--- config.mk ---
export PLATFORM = sky130hd
export DESIGN_NAME = uart_instr_rx
export DESIGN_NICKNAME = d
export VERILOG_FILES = /design/src/rtl/uart_instr_rx.sv
export SDC_FILE = /design/constraint.sdc
export NUM_CORES = 1
export LEC_CHECK = 0
export CAP_MARGIN = 10
export CORE_UTILIZATION = 55
export CTS_BUF_LIST = sky130_fd_sc_hd__clkbuf_4 sky130_fd_sc_hd__clkbuf_8
export DETAILED_ROUTE_END_ITERATION = 12
export PLACE_DENSITY_LB_ADDON = 0.12
export SLEW_MARGIN = 20
export SYNTH_ARGS = -nofsm -noshare
export SYNTH_HDL_FRONTEND = slang
export SYNTH_SLANG_ARGS = --single-unit
export TNS_END_PERCENT = 20
--- constraint.sdc ---
create_clock -name clk -period 2.7 [get_ports clk]
set_input_delay 0.27 -clock clk [delete_from_list [all_inputs] [get_ports clk]]
set_output_delay 0.27 -clock clk [all_outputs]
set_load 0.005 [all_outputs]
--- src/rtl/uart_instr_rx.sv ---
// UART instruction receiver: assembles INSTR_BYTES 8N1 frames into one instruction.
// Synchronised rx, mid-bit sampling, glitch/stop/timeout checks, valid/ready output.
module uart_instr_rx #(
    parameter int CLKS_PER_BIT = 434,
    parameter int DATA_BITS    = 8,
    parameter int INSTR_BYTES  = 2,
    parameter int INSTR_WIDTH  = 15,
    parameter int TIMEOUT_BITS = 20
) (
    input  logic                   clk,
    input  logic                   reset,
    input  logic                   rx,
    output logic [INSTR_WIDTH-1:0] instr_out,
    output logic                   instr_valid,
    input  logic                   instr_ready,
    output logic                   frame_error,
    output logic                   timeout_error,
    output logic                   overrun,
    output logic                   busy
);

    localparam int PACK_W  = INSTR_BYTES * DATA_BITS;
    localparam int CNT_W   = $clog2(CLKS_PER_BIT);
    localparam int BIT_W   = (DATA_BITS > 1) ? $clog2(DATA_BITS) : 1;
    localparam int IDX_W   = (INSTR_BYTES > 1) ? $clog2(INSTR_BYTES) : 1;
    localparam int TMO_MAX = TIMEOUT_BITS * CLKS_PER_BIT;
    localparam int TMO_W   = $clog2(TMO_MAX + 1);

    localparam logic [CNT_W-1:0] HALF_END = CNT_W'(CLKS_PER_BIT / 2 - 1);
    localparam logic [CNT_W-1:0] BIT_END  = CNT_W'(CLKS_PER_BIT - 1);
    localparam logic [BIT_W-1:0] LAST_BIT = BIT_W'(DATA_BITS - 1);
    localparam logic [IDX_W-1:0] LAST_IDX = IDX_W'(INSTR_BYTES - 1);
    localparam logic [TMO_W-1:0] TMO_END  = TMO_W'(TMO_MAX - 1);

    typedef enum logic [1:0] {
        S_IDLE,
        S_START,
        S_DATA,
        S_STOP
    } state_t;

    state_t                 state_q, state_d;
    logic                   rx_meta_q, rx_sync_q, rx_prev_q;
    logic [CNT_W-1:0]       cnt_q, cnt_d;
    logic [BIT_W-1:0]       bit_q, bit_d;
    logic [DATA_BITS-1:0]   shreg_q, shreg_d;
    logic [PACK_W-1:0]      pack_q, pack_d;
    logic [PACK_W-1:0]      packed_w;
    logic [IDX_W-1:0]       idx_q, idx_d;
    logic [TMO_W-1:0]       tmo_q, tmo_d;
    logic [INSTR_WIDTH-1:0] out_q, out_d;
    logic                   valid_q, valid_d;
    logic                   ferr_q, ferr_d;
    logic                   terr_q, terr_d;
    logic                   ovr_q, ovr_d;
    logic                   fall;

    assign fall = rx_prev_q & ~rx_sync_q;

    // Two-flop synchroniser plus a history flop for falling-edge detection.
    always_ff @(posedge clk or posedge reset) begin
        if (reset) begin
            rx_meta_q <= 1'b1;
            rx_sync_q <= 1'b1;
            rx_prev_q <= 1'b1;
        end else begin
            rx_meta_q <= rx;
            rx_sync_q <= rx_meta_q;
            rx_prev_q <= rx_sync_q;
        end
    end

    // State and datapath registers.
    always_ff @(posedge clk or posedge reset) begin
        if (reset) begin
            state_q <= S_IDLE;
            cnt_q   <= '0;
            bit_q   <= '0;
            shreg_q <= '0;
            pack_q  <= '0;
            idx_q   <= '0;
            tmo_q   <= '0;
            out_q   <= '0;
            valid_q <= 1'b0;
            ferr_q  <= 1'b0;
            terr_q  <= 1'b0;
            ovr_q   <= 1'b0;
        end else begin
            state_q <= state_d;
            cnt_q   <= cnt_d;
            bit_q   <= bit_d;
            shreg_q <= shreg_d;
            pack_q  <= pack_d;
            idx_q   <= idx_d;
            tmo_q   <= tmo_d;
            out_q   <= out_d;
            valid_q <= valid_d;
            ferr_q  <= ferr_d;
            terr_q  <= terr_d;
            ovr_q   <= ovr_d;
        end
    end

    // Frame FSM, byte packing, handshake and error detection.
    always_comb begin
        state_d = state_q;
        cnt_d   = cnt_q;
        bit_d   = bit_q;
        shreg_d = shreg_q;
        pack_d  = pack_q;
        idx_d   = idx_q;
        tmo_d   = '0;
        out_d   = out_q;
        valid_d = valid_q & ~instr_ready;
        ferr_d  = 1'b0;
        terr_d  = 1'b0;
        ovr_d   = 1'b0;

        // Packing register with the just-received byte dropped into its slot.
        packed_w = pack_q;
        for (int b = 0; b < INSTR_BYTES; b++) begin
            if (idx_q == IDX_W'(b)) begin
                packed_w[b*DATA_BITS +: DATA_BITS] = shreg_q;
            end
        end

        unique case (state_q)
            S_IDLE: begin
                if (fall) begin
                    state_d = S_START;
                    cnt_d   = '0;
                end else if (idx_q != '0) begin
                    if (tmo_q == TMO_END) begin
                        terr_d = 1'b1;
                        idx_d  = '0;
                        pack_d = '0;
                    end else begin
                        tmo_d = tmo_q + 1'b1;
                    end
                end
            end
            S_START: begin
                if (cnt_q == HALF_END) begin
                    cnt_d = '0;
                    bit_d = '0;
                    state_d = rx_sync_q ? S_IDLE : S_DATA;
                end else begin
                    cnt_d = cnt_q + 1'b1;
                end
            end
            S_DATA: begin
                if (cnt_q == BIT_END) begin
                    cnt_d   = '0;
                    shreg_d = {rx_sync_q, shreg_q[DATA_BITS-1:1]};
                    bit_d   = bit_q + 1'b1;
                    if (bit_q == LAST_BIT) begin
                        state_d = S_STOP;
                    end
                end else begin
                    cnt_d = cnt_q + 1'b1;
                end
            end
            S_STOP: begin
                if (cnt_q == BIT_END) begin
                    cnt_d   = '0;
                    state_d = S_IDLE;
                    if (!rx_sync_q) begin
                        ferr_d = 1'b1;
                        idx_d  = '0;
                        pack_d = '0;
                    end else if (idx_q == LAST_IDX) begin
                        idx_d  = '0;
                        pack_d = '0;
                        if (!valid_q || instr_ready) begin
                            out_d   = packed_w[INSTR_WIDTH-1:0];
                            valid_d = 1'b1;
                        end else begin
                            ovr_d = 1'b1;
                        end
                    end else begin
                        idx_d  = idx_q + 1'b1;
                        pack_d = packed_w;
                    end
                end else begin
                    cnt_d = cnt_q + 1'b1;
                end
            end
            default: state_d = S_IDLE;
        endcase
    end

    assign instr_out     = out_q;
    assign instr_valid   = valid_q;
    assign frame_error   = ferr_q;
    assign timeout_error = terr_q;
    assign overrun       = ovr_q;
    assign busy          = (state_q != S_IDLE) || (idx_q != '0);

endmodule
==> metrics.md, run 1 <==
| Metric | Value |
|---|---|
| Status | completed |
| Power per cell area | 608 nW/µm² |
| First-pass DRT Iterations | 4 |
| Max-cap violation count | 0 |
| CTS tree | done |
| Detail Placement HPWL | 4270 µm |
| Synthesized area per cell | 11.8 µm² |
| Vias in the first global route | 2251 |
| Clock insertion delay at the later pin of the skew report | 350 ps |
| Utilization after layout | 66.9% |
| Met2 usage | 31.7% |
| Detailed Route Iter0 Violations | 112 |
| Worst reg-to-reg path cell count | 7 |
| Post-synth ARST share | 100% |
| DRC viols | 0 |
| Most Used Layer, Global Route | met1 |
| Clock sink total | 74 |
| Worst EP arrival | 2350 ps |
| Nature of the critical path startpoint | register |
| Synth warnings | 0 |
| Minimum clock period | 2120 ps |
| Vias per cell | 5.78 |
| RR Startpoint | cnt_q[1] |
| First-pass GRT wire length | 11000 µm |
| Number of synthesized register bits | 74 |
| Crit path max-delay cell type | dfrtp_1 |
| RSZ-0062 raised after global routing | false |
| Worst path top cell family by delay | simple AND/OR/NAND/NOR gates |
| H-tree depth | 3 |
| GRT overflow | 0 |
| Min Hold Slack | 265 ps |
| P&R area growth vs syn | 15.9% |
| Layout Nets | 333 |
| Static Leak | 0.00185 µW |
| Drt total wl | 6430 µm |
| WP data required | 2930 ps |
| Syn Nets | 303 |
| Setup TNS | 0 ps |
| IO Port Bufs | 23 |
| HP Class | input pin to asynchronous set/reset pin |
| Ant. Diodes | 0 |
| Die area | 6600 µm² |
| ANT nets after route | 0 |
| Post-synth cell types | 48 |
| Mapped Area | 3450 µm² |
| Cells after Synth | 293 |
| Resized Gates After CTS | 0 |
| Crit. path cell count | 7 |
| Post-synth EDFFs | 0 |
| Initial antenna violation count | 0 |
| Max Freq | 472 MHz |
| Die Width | 81.3 µm |
| Dominant synthesized flop cell | dfrtp_1 |
| Element type at the critical path end | register |
| Total design power | 2430 µW |
| M3 GR Usage | 4.83% |
| Wire length per cell | 16.0 µm |
| Cts-stage hold buffer count | 0 |
| Clock Skews | 9.68 ps |
| Seq/Total Area, Yosys | 53.7% |
| Number of post-CTS setup repair buffers | 0 |
| Die Ht | 81.3 µm |
| Global Route Usage Sum | 22.7% |
| Largest net degree at the start of global routing | 52 |
| # rows | 28 |
| Final Hold Vio Count | 0 |
| Critical path class | register to register |
| CP Max Fanout | 15 |
| FF-to-FF End | instr_out[6] |
| R2R Setup Slk | 580 ps |
| Starting Density | 57.7% |
| Via count | 2330 |
| Buf+Inv Stages, Crit Path | 2 |
| Total I/O pin count | 24 |
| Root Driver | clkbuf_8 |
| CTS buffer count | 9 |
| GPL Wtd Cong | 0.775 |
| Share of cells above drive strength 1 | 21.0% |
| Worst Tran Pin Value | 552 ps |
| Final count of negative-setup-slack endpoints | 0 |
| Clk buf depth | 2 |
| Clock transition at path regs | 80 ps |
| CP peak stage delay | 400 ps |
| Worst VDD drop | 0.391 mV |
| GR Layer Usage met1 | 33.6% |
| Period utilization | 78.5% |
| CP cell instances | inv_1 -> ha_1 -> and4b_2 -> nand4_4 -> or3b_1 -> buf_4 -> mux2_4 |
| Worst rel slew slack | 63.2% |
| Core Area | 5990 µm² |
| Max Slew Vio Count | 0 |
[registers in the layout, summed over array words and instances, names as in the netlist, named ones only]
signal / flops
idx_q: 1
tmo_q: 14
instr_out: 15
rx_sync_q: 1
pack_q: 15
instr_valid: 1
overrun: 1
bit_q: 3
state_q: 1
frame_error: 1
cnt_q: 9
timeout_error: 1
rx_meta_q: 1
rx_prev_q: 1
shreg_q: 8
[cell usage after synthesis (2+ instances only)]
cell      instances  area share, %
dfrtp_1          71             51
mux2_2           28            9.1
nor2_1           24            2.6
nand2_1          20            2.2
o21ai_0          12            1.7
mux2_4           10            4.3
a22o_1            9            2.3
inv_1             9           0.98
a21boi_0          8            1.7
nand3_1           8            1.2
o211ai_1          8            1.7
nand4_1           7            1.3
ha_1              6            2.2
nor3_1            6           0.87
xnor2_1           6            1.5
xor2_1            6            1.5
and2_1            4           0.72
clkbuf_1          4           0.43
o22ai_1           4           0.72
a21oi_1           3           0.43
dfstp_2           3            2.3
nor2b_1           3           0.54
nor4_1            3           0.54
a22oi_1           2           0.43
and4_1            2           0.51
buf_1             2           0.22
buf_2             2           0.29
nand2b_1          2           0.36
o21a_1            2           0.43
[report_power, final]
group          leakage (µW)  internal, µW  switching, µW  total, µW
registers           0.00102          1140           57.2       1200
logic              0.000711           101            161        262
clock network      0.000117           547            424        972
total               0.00185          1790            643       2430
[kinds of logic after synthesis]
family                   synth area share [%]
AO/OA/AOI/OAI                            10.5
AND/OR/NAND/NOR                          13.9
buffers and inverters                    2.82
XOR/XNOR                                 3.04
adder cells (fa/ha/maj)                  2.17
flip-flops                               53.7
multiplexers                             13.8
[placed cells by master, fill, tap and decap left out, types with 2 or more instances in the layout]
cell type,Yosys,routed
a21boi_0,8,8
a21oi_1,3,3
a22o_1,9,9
a22oi_1,2,2
and2_1,4,4
and4_1,2,2
buf_4,0,6
bufinv_16,0,2
clkbuf_8,0,10
clkdlybuf4s50_1,0,23
clkinv_2,0,2
dfrtp_1,71,71
dfstp_2,3,3
ha_1,6,6
inv_1,9,8
mux2_2,28,28
mux2_4,10,10
nand2_1,20,20
nand2b_1,2,2
nand3_1,8,8
nand4_1,7,7
nor2_1,24,24
nor2b_1,3,3
nor3_1,6,6
nor4_1,3,3
o211ai_1,8,8
o21a_1,2,2
o21ai_0,12,12
o22ai_1,4,4
xnor2_1,6,6
xor2_1,6,6
[layer usage]
layer	wire, µm	vias to the layer above
li1	-	1122
met1	3260	1163
met2	2860	35
met3	193	10
met4	112	0
met5	0	-
[stage by stage]
step	setup slack, ps	cells	cell area (µm²)
detailed placement	576	387	3780
CTS	556	403	4010
global route	341	403	4010
global placement	634	387	3780
finish	580	403	4010
floorplan	553	293	3450
[worst max-delay path by stage]
stage	to	start	slack (ps)
after floorplan	asynchronous set/reset pin	reset	550
after global placement	instr_out[6]	cnt_q[1]	630
after detailed placement	tmo_q[7]	register	580
after global routing	tmo_q[7]	register	340
after CTS	tmo_q[7]	register	560
final	instr_out[6]	cnt_q[1]	580
[layout make-up]
cell class / instances / area (µm²)
timing repair buffer: 30 / 295
sequential: 74 / 1860
inverter: 9 / 33.8
clock buffer: 10 / 138
clock inverter: 6 / 87.6
multi-input combinational: 199 / 1500
fill: 465 / 1990
tap: 75 / 93.8
Note: power is estimated with default switching activity, not from simulation.
==> inputs of run 2 (changes only) <==
- clock period: 2.7 -> 2.04 ns (I/O delays scaled with it)
==> run 2 against run 1 <==
Via count rose by 1.4%. Routed wire length rose by 2.7%. Clock skew increased by 0.55 ps. Core utilization increased by 2.2 points. Worst setup slack worse by 510 ps. Final cell count up 3.2%. Largest cell class unchanged. Largest power group unchanged.
==> metrics.md, run 2 (synthesis gave the netlist of run 1 again) <==
| Metric | Value |
|---|---|
| Worst rel slew slack | 63.9% (was 63.2%) |
| Global Route Usage Sum | 22.5% (was 22.7%) |
| Core Area | 5990 µm² (unchanged) |
| Nature of the critical path startpoint | register (unchanged) |
| ANT nets after route | 0 (unchanged) |
| Largest net degree at the start of global routing | 30 (was 52) |
| Crit. Startpoint | cnt_q[1] (unchanged) |
| Vias per cell | 5.68 (was 5.78) |
| Die area | 6600 µm² (unchanged) |
| Clock Skews | 10.2 ps (was 9.68 ps) |
| IO Port Bufs | 23 (unchanged) |
| Clock sink total | 74 (unchanged) |
| Static Leak | 0.00193 µW (was 0.00185 µW) |
| Drt total wl | 6600 µm (was 6430 µm) |
| CP cell instances | inv_2 -> ha_1 -> and4b_2 -> nand4_4 -> or3b_4 -> buf_12 -> mux2_4 (was inv_1 -> ha_1 -> and4b_2 -> nand4_4 -> or3b_1 -> buf_4 -> mux2_4) |
| Crit path max-delay cell type | or3b_4 (was dfrtp_1) |
| Power per cell area | 791 nW/µm² (was 608 nW/µm²) |
| Starting Density | 57.7% (unchanged) |
| Die Width | 81.3 µm (unchanged) |
| Number of post-CTS setup repair buffers | 0 (unchanged) |
| CTS buffer count | 9 (unchanged) |
| Worst path top cell family by delay | simple AND/OR/NAND/NOR gates (unchanged) |
| First-pass DRT Iterations | 4 (unchanged) |
| Vias in the first global route | 2289 (was 2251) |
| Layout Nets | 346 (was 333) |
| Most common cell after layout, fill and taps aside | dfrtp_1 (unchanged) |
| Worst EP arrival | 2210 ps (was 2350 ps) |
| RR Startpoint | cnt_q[1] (unchanged) |
| Min Hold Slack | 248 ps (was 265 ps) |
| CP peak stage delay | 420 ps (was 400 ps) |
| Total I/O pin count | 24 (unchanged) |
| Utilization after layout | 69.1% (was 66.9%) |
| Period utilization | 96.6% (was 78.5%) |
| WP data required | 2270 ps (was 2930 ps) |
| # rows | 28 (unchanged) |
| Initial antenna violation count | 0 (unchanged) |
| Die Ht | 81.3 µm (unchanged) |
| Clock insertion delay at the later pin of the skew report | 350 ps (about the same) |
| Ant. Diodes | 0 (unchanged) |
| P&R area growth vs syn | 19.8% (was 15.9%) |
| Worst VDD drop | 0.536 mV (was 0.391 mV) |
| Worst Tran Pin Value | 540 ps (was 552 ps) |
| Element type at the critical path end | register (unchanged) |
| H-tree depth | 3 (unchanged) |
| Cts-stage hold buffer count | 0 (unchanged) |
| Most frequent cells in the layout | 70 x dfrtp_1, 28 x mux2_2, 24 x nor2_1 (was 71 x dfrtp_1, 28 x mux2_2, 24 x nor2_1) |
| Root Driver | clkbuf_8 (unchanged) |
| CTS tree | done (unchanged) |
| DP Area | 3910 µm² (was 3780 µm²) |
| Max-cap violation count | 0 (unchanged) |
| Clk buf depth | 2 (unchanged) |
| First-pass GRT wire length | 11000 µm (about the same) |
| GRT overflow | 0 (unchanged) |
| Detail Placement HPWL | 4470 µm (was 4270 µm) |
| Critical path class | register to register (unchanged) |
| Detailed Route Iter0 Violations | 132 (was 112) |
| Max Freq | 508 MHz (was 472 MHz) |
| Buf+Inv Stages, Crit Path | 2 (unchanged) |
| HP Class | input pin to asynchronous set/reset pin (unchanged) |
| Final Non-Filler Cells | 416 (was 403) |
| Status | completed (unchanged) |
| DRC viols | 0 (unchanged) |
| Minimum clock period | 1970 ps (was 2120 ps) |
| Cell area after layout | 4140 µm² (was 4010 µm²) |
| Setup TNS | 0 ps (unchanged) |
| Final Hold Vio Count | 0 (unchanged) |
| Via count | 2363 (was 2330) |
| Clock transition at path regs | 80 ps (about the same) |
| Max Slew Vio Count | 0 (unchanged) |
| Cell total after placement | 400 (was 387) |
| CP Max Fanout | 15 (unchanged) |
| Wire length per cell | 15.9 µm (was 16.0 µm) |
| Final count of negative-setup-slack endpoints | 0 (unchanged) |
| Share of cells above drive strength 1 | 24.9% (was 21.0%) |
| GPL Wtd Cong | 0.818 (was 0.775) |
## run 2: final timing paths
path / to / slack, ps / cells after the start
worst max-delay path: instr_out[5] / 70 / 7
max in group asynchronous: rx_sync_q / 1230 / 3
worst min register to register: rx_sync_q / 360 / 0
worst max register to register: instr_out[5] / 70 / 7
worst min-delay path: instr_out[0] / 250 / 2
min in group clk: rx_meta_q / 270 / 1
## run 2: power breakdown
group	switching, µW	total [µW]	internal, µW
Combinational	254	433	179
Clock	552	1280	724
Sequential	48.3	1560	1510
Total	854	3270	2420
## run 2: stage by stage
| stage | power, µW | worst slack (ps) |
|---|---|---|
| 4_1_cts | 3300 | 43.8 |
| 3_3_place_gp | 2020 | 102 |
| 5_1_grt | 3430 | -1.22 |
| 6_report | 3270 | 69.7 |
| 2_1_floorplan | 1850 | -15.2 |
| 3_5_place_dp | 2030 | 61.6 |
## run 2: final cells by class
cell class / instances / area [µm²]
inverter: 9 / 37.5
fill: 460 / 1850
timing repair buffer: 43 / 420
clock inverter: 6 / 87.6
tap: 75 / 93.8
multi-input combinational: 199 / 1500
sequential: 74 / 1860
clock buffer: 10 / 138
## run 2: per-layer routing
metal | routed length (µm) | track usage (%) | vias up
met4 | 93 | 10.2 | 0
met2 | 2970 | 33.1 | 38
met5 | 0 | 0 | -
met1 | 3310 | 32.5 | 1171
li1 | - | - | 1147
met3 | 221 | 3.71 | 7
## run 2: timing repair
action                                 CTS  global route
endpoints found under the hold margin    0             0
setup endpoints to repair                0            15
gates resized for setup                  0             5
==> inputs of run 3 (changes only) <==
- ABC_CLOCK_PERIOD_IN_PS: unset -> 2040
- CORE_UTILIZATION: 55 -> 43
==> run 3 against run 2 <==
Combinational power increased by 5.5%. First-iteration DRC count decreased by 17%. Sequential power about the same. Global-route usage decreased by 5.6 points. Core utilization decreased by 16 points. Worst setup slack got worse by 1.3 ps. Critical endpoint is now busy. Sequential share of layout area decreased by 0.11 points. Via count decreased by 0.13%. Total power decreased by 3.6%.
==> metrics.md, run 3 (synthesis gave the netlist of run 1 again) <==
| Metric | Value |
|---|---|
| Status | completed (unchanged) |
| Starting Density | 44.5% (was 57.7%) |
| Worst Tran Pin Value | 388 ps (was 540 ps) |
| Clk buf depth | 2 (unchanged) |
| Cell total after placement | 428 (was 400) |
| Via count | 2360 (was 2363) |
| Clock Skews | 13.1 ps (was 10.2 ps) |
| Final Hold Vio Count | 0 (unchanged) |
| CP cell instances | buf_4 -> or3_1 -> clkdlybuf4s50_1 (was inv_2 -> ha_1 -> and4b_2 -> nand4_4 -> or3b_4 -> buf_12 -> mux2_4) |
| Initial antenna violation count | 0 (unchanged) |
| Most frequent cells in the layout | 70 x dfrtp_1, 28 x mux2_2, 24 x nor2_1 (unchanged) |
| Worst VDD drop | 0.491 mV (was 0.536 mV) |
| Layout Nets | 348 (was 346) |
| Register area | 1860 µm² (unchanged) |
| Worst reg-to-reg path cell count | 7 (unchanged) |
| Root Driver | clkbuf_8 (unchanged) |
| WHS Path Cells | 1 |
| Drt total wl | 6590 µm (was 6600 µm) |
| Worst rel slew slack | 74.1% (was 63.9%) |
| Static Leak | 0.00190 µW (was 0.00193 µW) |
| Dpl ws | 3.45 ps (was 61.6 ps) |
| Detail Placement HPWL | 4330 µm (was 4470 µm) |
| Ant. Diodes | 0 (unchanged) |
| Vias in the first global route | 2276 (was 2289) |
| Max Slew Vio Count | 0 (unchanged) |
| CP peak stage delay | 460 ps (was 420 ps) |
| Power per cell area | 760 nW/µm² (was 791 nW/µm²) |
| First-pass DRT Iterations | 4 (unchanged) |
| Die Width | 91.6 µm (was 81.3 µm) |
| Final setup margin | 68.4 ps (was 69.7 ps) |
| # rows | 32 (was 28) |
| P&R area growth vs syn | 20.1% (was 19.8%) |
| IO Port Bufs | 23 (unchanged) |
| GPL Wtd Cong | 0.769 (was 0.818) |
| Core Area | 7770 µm² (was 5990 µm²) |
| WP data required | 1840 ps (was 2270 ps) |
| DRC viols | 0 (unchanged) |
| Wire length per cell | 14.8 µm (was 15.9 µm) |
| GRT overflow | 0 (unchanged) |
| Crit. path cell count | 3 (was 7) |
| First-pass GRT wire length | 11100 µm (was 11000 µm) |
| Final Non-Filler Cells | 445 (was 416) |
| Critical path class | register to output pin (was register to register) |
| Most common cell after layout, fill and taps aside | dfrtp_1 (unchanged) |
| Buf+Inv Stages, Crit Path | 2 (unchanged) |
| HP Class | input pin to register (was input pin to asynchronous set/reset pin) |
| CP Max Fanout | 7 (was 15) |
| H-tree depth | 3 (unchanged) |
| Vias per cell | 5.30 (was 5.68) |
| # fillers | 726 (was 460) |
| Max Freq | 507 MHz (was 508 MHz) |
| Footprint of the multi-input gates | 1500 µm² (unchanged) |
| Clock sink total | 74 (unchanged) |
| Detailed Route Iter0 Violations | 109 (was 132) |
| Share of cells above drive strength 1 | 25.4% (was 24.9%) |
| Clock transition at path regs | 80 ps (about the same) |
| Die Ht | 91.6 µm (was 81.3 µm) |
| Minimum clock period | 1970 ps (about the same) |
| Global Route Usage Sum | 16.8% (was 22.5%) |
| Die area | 8400 µm² (was 6600 µm²) |
| CTS buffer count | 9 (unchanged) |
| Min Hold Slack | 274 ps (was 248 ps) |
| Clock insertion delay at the later pin of the skew report | 340 ps (was 350 ps) |
| Largest net degree at the start of global routing | 75 (was 30) |
| CTS tree | done (unchanged) |
| ANT nets after route | 0 (unchanged) |
| Nature of the critical path startpoint | register (unchanged) |
| Worst EP arrival | 1770 ps (was 2210 ps) |
| Max-cap violation count | 0 (unchanged) |
| Final count of negative-setup-slack endpoints | 0 (unchanged) |
| Worst path top cell family by delay | buffers and inverters (was simple AND/OR/NAND/NOR gates) |
| Period utilization | 96.6% (about the same) |
| Crit path max-delay cell type | dfrtp_2 (was or3b_4) |
| RSZ-0062 raised after global routing | false |
| Element type at the critical path end | output pin (was register) |
| Total I/O pin count | 24 (unchanged) |
-- run 3: cell types whose count changed in the layout (fill, tap and decap cells not counted), sizes merged --
cell | before | now
clkinvlp | 1 | 3
buf | 20 | 22
dlymetal6s2s | 1 | 0
clkinv | 3 | 2
bufinv | 2 | 1
clkdlybuf4s50 | 22 | 23
-- run 3: final timing paths --
check | from | endpoint | slack [ps]
max in group asynchronous | reset | rx_prev_q | 1390
worst max register to register | cnt_q[1] | instr_out[1] | 100
worst max-delay path | register | busy | 70
min in group asynchronous | reset | instr_out[11] | 310
worst min-delay path | rx | rx_meta_q | 270
worst min register to register | rx_meta_q | rx_sync_q | 360
-- run 3: where the power goes --
part,internal (µW),total [µW],switching [µW]
combinational,194,457,263
sequential,1510,1550,38.9
clock,598,1140,546
-- run 3: final cells by class --
class / count / share of cell area, %
clock buffers: 10 / 3.32
well taps: 102 / 3.08
inverters: 9 / 0.905
flip-flops and latches: 74 / 44.8
clock inverters: 6 / 1.54
multi-input cells: 199 / 36.3
repair buffers: 45 / 10.1
-- run 3: metrics by stage --
step                power [µW]  TNS (ps)  area (µm²)  util [%]
floorplan                 1850      -152        3460         -
global placement          2040         0        3940      50.7
detailed placement        2040         0        3940      50.7
CTS                       3190         0        4140      53.4
global route              3300         0        4150      53.4
finish                    3150         0        4150      53.4
-- run 3: what timing repair did --
| action | CTS | global route |
|---|---|---|
| buffers inserted | 1 | 0 |
| gates cloned | 0 | 0 |
| resized for setup | 0 | 4 |
| endpoints found under the setup margin | 1 | 11 |
| hold buffers | 0 | 0 |
-- run 3: routing by layer --
| metal | vias up | track usage [%] | share of wire (%) |
|---|---|---|---|
| li1 | 1145 | - | - |
| met1 | 1169 | 25.1 | 52 |
| met2 | 42 | 23.9 | 44 |
| met3 | 4 | 3.15 | 3.1 |
| met4 | 0 | 7.14 | 0.87 |
| met5 | - | 0 | 0 |
